==> src/rtl/tx_pkt_arbiter.sv <==
// Two-source, packet-granular round-robin arbiter onto a single 10G TX user interface.
// Beats leave one cycle after acceptance; overlong packets are truncated and the rest drained.
module tx_pkt_arbiter #(
   parameter int unsigned DATA_W    = 64,
   parameter int unsigned BV_W      = 8,
   parameter int unsigned MAX_BEATS = 1200
) (
   input  logic              sys_clk,
   input  logic              rst_n,
   input  logic [DATA_W-1:0] s0_data,
   input  logic              s0_en,
   input  logic              s0_sop,
   input  logic              s0_eop,
   input  logic [BV_W-1:0]   s0_byte_vaild,
   output logic              s0_ready,
   input  logic [DATA_W-1:0] s1_data,
   input  logic              s1_en,
   input  logic              s1_sop,
   input  logic              s1_eop,
   input  logic [BV_W-1:0]   s1_byte_vaild,
   output logic              s1_ready,
   input  logic              tx_ready,
   output logic [DATA_W-1:0] tx_data,
   output logic              tx_data_en,
   output logic              tx_data_sop,
   output logic              tx_data_eop,
   output logic [BV_W-1:0]   tx_data_byte_vaild,
   output logic              o_trunc,
   output logic [15:0]       o_pkt_cnt0,
   output logic [15:0]       o_pkt_cnt1
);

   typedef enum logic [1:0] {IDLE, GNT0, GNT1, DRAIN} state_t;

   localparam logic [15:0] MAX_CNT = 16'(MAX_BEATS);

   state_t            state;
   logic              last_grant;
   logic              drain_src;
   logic [15:0]       beat_cnt;
   logic [15:0]       pkt_cnt0;
   logic [15:0]       pkt_cnt1;

   logic              req0;
   logic              req1;
   logic              sel1;
   logic              acc;
   logic [DATA_W-1:0] b_data;
   logic              b_sop;
   logic              b_eop;
   logic [BV_W-1:0]   b_bv;
   logic [15:0]       beat_next;
   logic              hit_max;

   assign o_pkt_cnt0 = pkt_cnt0;
   assign o_pkt_cnt1 = pkt_cnt1;

   // In DRAIN the drained source stays ready even if the link is not: its beats are discarded.
   always_comb begin
      req0      = s0_en & s0_sop;
      req1      = s1_en & s1_sop;
      s0_ready  = ((state == GNT0) & tx_ready) | ((state == DRAIN) & ~drain_src);
      s1_ready  = ((state == GNT1) & tx_ready) | ((state == DRAIN) & drain_src);
      sel1      = (state == GNT1) | ((state == DRAIN) & drain_src);
      acc       = sel1 ? (s1_en & s1_ready) : (s0_en & s0_ready);
      b_data    = sel1 ? s1_data       : s0_data;
      b_sop     = sel1 ? s1_sop        : s0_sop;
      b_eop     = sel1 ? s1_eop        : s0_eop;
      b_bv      = sel1 ? s1_byte_vaild : s0_byte_vaild;
      beat_next = beat_cnt + 16'd1;
      hit_max   = (beat_next == MAX_CNT);
   end

   always_ff @(posedge sys_clk or negedge rst_n) begin
      if (!rst_n) begin
         state              <= IDLE;
         last_grant         <= 1'b1;
         drain_src          <= 1'b0;
         beat_cnt           <= '0;
         pkt_cnt0           <= '0;
         pkt_cnt1           <= '0;
         tx_data            <= '0;
         tx_data_en         <= 1'b0;
         tx_data_sop        <= 1'b0;
         tx_data_eop        <= 1'b0;
         tx_data_byte_vaild <= '0;
         o_trunc            <= 1'b0;
      end else begin
         tx_data_en  <= 1'b0;
         tx_data_sop <= 1'b0;
         tx_data_eop <= 1'b0;
         o_trunc     <= 1'b0;
         case (state)
            IDLE: begin
               if (req0 && (!req1 || last_grant)) begin
                  state      <= GNT0;
                  last_grant <= 1'b0;
                  beat_cnt   <= '0;
               end else if (req1) begin
                  state      <= GNT1;
                  last_grant <= 1'b1;
                  beat_cnt   <= '0;
               end
            end
            GNT0, GNT1: begin
               if (acc) begin
                  beat_cnt           <= beat_next;
                  tx_data            <= b_data;
                  tx_data_en         <= 1'b1;
                  tx_data_sop        <= b_sop;
                  tx_data_eop        <= b_eop | hit_max;
                  tx_data_byte_vaild <= b_bv;
                  o_trunc            <= hit_max & ~b_eop;
                  if (b_eop || hit_max) begin
                     if (sel1) pkt_cnt1 <= pkt_cnt1 + 16'd1;
                     else      pkt_cnt0 <= pkt_cnt0 + 16'd1;
                  end
                  if (b_eop) begin
                     state <= IDLE;
                  end else if (hit_max) begin
                     state     <= DRAIN;
                     drain_src <= sel1;
                  end
               end
            end
            DRAIN: begin
               if (acc) begin
                  beat_cnt <= beat_next;
                  if (b_eop) state <= IDLE;
               end
            end
            default: state <= IDLE;
         endcase
      end
   end

endmodule

==> config.mk <==
export PLATFORM = sky130hd
export DESIGN_NAME = tx_pkt_arbiter
export DESIGN_NICKNAME = d
export VERILOG_FILES = /design/src/rtl/tx_pkt_arbiter.sv
export SDC_FILE = /design/constraint.sdc
export NUM_CORES = 1
export LEC_CHECK = 0
export CAP_MARGIN = 20
export CORE_UTILIZATION = 31
export CTS_CLUSTER_SIZE = 16
export DETAILED_ROUTE_END_ITERATION = 10
export GPL_TIMING_DRIVEN = 0
export PLACE_DENSITY_LB_ADDON = 0.1
export SETUP_SLACK_MARGIN = 0.4
export SYNTH_ARGS = -nofsm -noshare
export SYNTH_HDL_FRONTEND = slang
export SYNTH_SLANG_ARGS = --single-unit
==> constraint.sdc <==
create_clock -name sys_clk -period 3.5 [get_ports sys_clk]
set_input_delay 0.525 -clock sys_clk [delete_from_list [all_inputs] [get_ports sys_clk]]
set_output_delay 0.525 -clock sys_clk [all_outputs]
set_load 0.02 [all_outputs]
==> results.ini <==
[run_status]
status = finished, final reports clean

[layout]
multi_input_area_um2 = 2920
final_cell_count_no_fill = 1193
diodes = 0
layout.nets = 1076
n_fill_cell = 1855
layout-drive-gt1-share = 0.0550
ff_latch_area_um2 = 3200
area_growth_pct = 56.9
fin_util = 0.502

[floorplanning]
row_count = 51
core_um2 = 19700
die_h_um = 145
dieArea_um2 = 20900
die_x_um = 145
top_level_ports = 263
start_util = 0.320

[grt]
overflow = 0
grt_pass1_vias = 5569
track_usage = 0.196
grt_max_degree = 77
grt_pass1_wl_um = 30600
antenna_found_initial = 0

[power]
p_total_mw = 8.15
ir_drop_uv = 392
power_density_nw_per_um2 = 823
p_leak_nw = 4.47

[drt]
vias = 5578
finalWirelength_um = 19300
drtIter0Drc = 277
wl_met2_um = 9600
ant_nets = 0
wl_met1_um = 8020
wl_per_cell_um = 16.2
dr_wl_met3_um = 1470
dr.pass1.iters = 4
highest_layer = met4
drcViolationCount = 0
via_per_inst = 4.68

[cts]
cts-root-buf = clkbuf_16
cts_max_path_buffers = 2
numCtsBuffers = 17
clkTransAtPathRegs_ps = 60
cts_hold_buf = 0
cts_tree = built
cts_setup_buffers = 0
cts.sinks = 128
htreeDepth = 4
clock_latency_ps = 420

[synthesis]
synth_compound_area_frac = 0.103
synth_xor_area_frac = 0.0444
synth_warnings = 0
synth-simple-area-share = 0.168
synth-async-reset-ratio = 1.00
synth_edf_count = 0
synth_area_leaders = dfrtp_1 (50%), mux2i_1 (13%), o21ai_0 (7.0%)
synth_top_family_by_area = simple AND/OR/NAND/NOR gates
synth_top_cell_area_share = 0.504
yosysTopAreaCell = dfrtp_1
ys_seq_area_frac = 0.508
synth-seq-cells = 128
yosysMostFrequentCell = dfrtp_1
synthTopCellsByCount = dfrtp_1 (127), nand2_1 (110), o21ai_0 (88)
muxShareOfSynthArea = 0.132
synth-adder-area-share = 0.0159
synth_area_um2 = 6310
synthDistinctLibCells = 42
synth_ff_type = dfrtp_1
syn-instance-count = 633
syn_nets = 794
syn_avg_cell_area_um2 = 9.97

[critical_path]
crit_path_top_delay_cell = nor3_1
crit_family = simple AND/OR/NAND/NOR gates
critPathCaptureType = flop
rr_endpoint = o_pkt_cnt1[1]
cp_slowest_stage_delay_ps = 480
worstPathRequired_ps = 3800
reg2regPathDepth = 8
path_buf_inv = 0
r2r-start = beat_cnt[0]
cp_common_cell = nor3_1
path_cells = ha_1 -> nand3_1 -> nor3_1 -> xnor2_1 -> nand4_4 -> and2_4 -> nor3_1 -> mux2_2
start_kind = flop
crit_fanout = 7
r2r_slack_ps = 700
worstSetupPathType = reg -> reg
cp.arrival_ps = 3100

[placed_design]
dp_hpwl_um = 14800
portBuffers = 262
gp_congestion = 0.792
dp.cells = 1161

[timing]
fmax_ghz = 0.358
final_hold_viol_count = 0
fin_tns_setup_ps = 0
rsz0062_at_grt = yes
finalSetupViolCount = 0
slew_headroom = 0.467
finalClockSkew_ps = 8.72
drv_slew = 0
min_period_ps = 2800
fin_crit_sh = 0.799
whs_ps = 64.2
worst_pin_slew_ps = 800

[min_path]
hold_path.class = in -> async

[job]
cap_violations = 0

where the power goes:
group          total (mW)  internal [mW]  switching (mW)  leakage (nW)
Sequential           2.34           2.00           0.335          1.63
Clock                1.80           1.08           0.714         0.282
Combinational        4.01           1.75            2.26          2.56
Total                8.15           4.83            3.31          4.47
layout by cell type (no fill, tap or decap), drive strengths merged, types with 13 or more instances in the layout:
| master | n |
|---|---|
| nand3 | 16 |
| nand4 | 23 |
| xor2 | 14 |
| inv | 14 |
| buf | 13 |
| clkbuf | 43 |
| nand2 | 110 |
| dfrtp | 127 |
| nor2 | 20 |
| mux2i | 80 |
| and3 | 14 |
| a21oi | 14 |
| nor3 | 15 |
| clkdlybuf4s50 | 261 |
| xnor2 | 18 |
| o21ai | 88 |
area by class of cell:
cell class / count / area share
plain buffers: 36 / 0.0159
clock buffers: 19 / 0.0448
clock inverters: 13 / 0.0154
inverters: 9 / 0.00341
multi-input cells: 460 / 0.295
flip-flops and latches: 128 / 0.324
well taps: 265 / 0.0335
repair buffers: 263 / 0.268
flip-flops by register name, indices dropped and copies added, names as in the netlist:
| register | cells |
|---|---|
| tx_data_sop | 1 |
| tx_data | 64 |
| tx_data_en | 1 |
| beat_cnt | 16 |
| tx_data_eop | 1 |
| drain_src | 1 |
| o_trunc | 1 |
| last_grant | 1 |
| o_pkt_cnt1 | 16 |
| tx_data_byte_vaild | 8 |
| state | 2 |
| o_pkt_cnt0 | 16 |
metrics by stage:
stage | cell area (um2) | worst slack (ps)
floorplan | 6310 | 1160
global placement | 9260 | -3540
detailed placement | 9290 | 156
CTS | 9890 | 429
global route | 9900 | 377
finish | 9900 | 703
metal layers:
metal  vias up  GRT usage
met5         -          0
met4         0     0.0560
met3        13     0.0731
met2       177      0.325
met1      2598      0.235
li1       2790          -
worst max path at each step:
stage | start | end | slack [ps] | cells after the start
after floorplan | state[1] | tx_data[0] | 1160 | 10
after global placement | rst_n | tx_data[21] | -3540 | 1
after detailed placement | tx_ready | tx_data[8] | 160 | 10
after CTS | state[0] | tx_data[42] | 430 | 7
after global routing | state[0] | tx_data[27] | 380 | 11
final | beat_cnt[0] | o_pkt_cnt1[1] | 700 | 8
cells by family (layout without fill, tap and decap cells):
family	count (synthesis)	in the layout
adders and majority gates	8	8
xor gates and xnor gates	32	32
DFF	128	128
and+or+nand+nor	219	219
AOI/OAI and AO/OA	118	118
buffers and inverters	45	340
muxes	83	83
what timing repair did:
item / CTS / global route
endpoints found under the setup margin: 2 / 21
resized for setup: 1 / 7
hold endpoints to repair: 0 / 0
No activity file was read; power rests on OpenSTA's default activity.
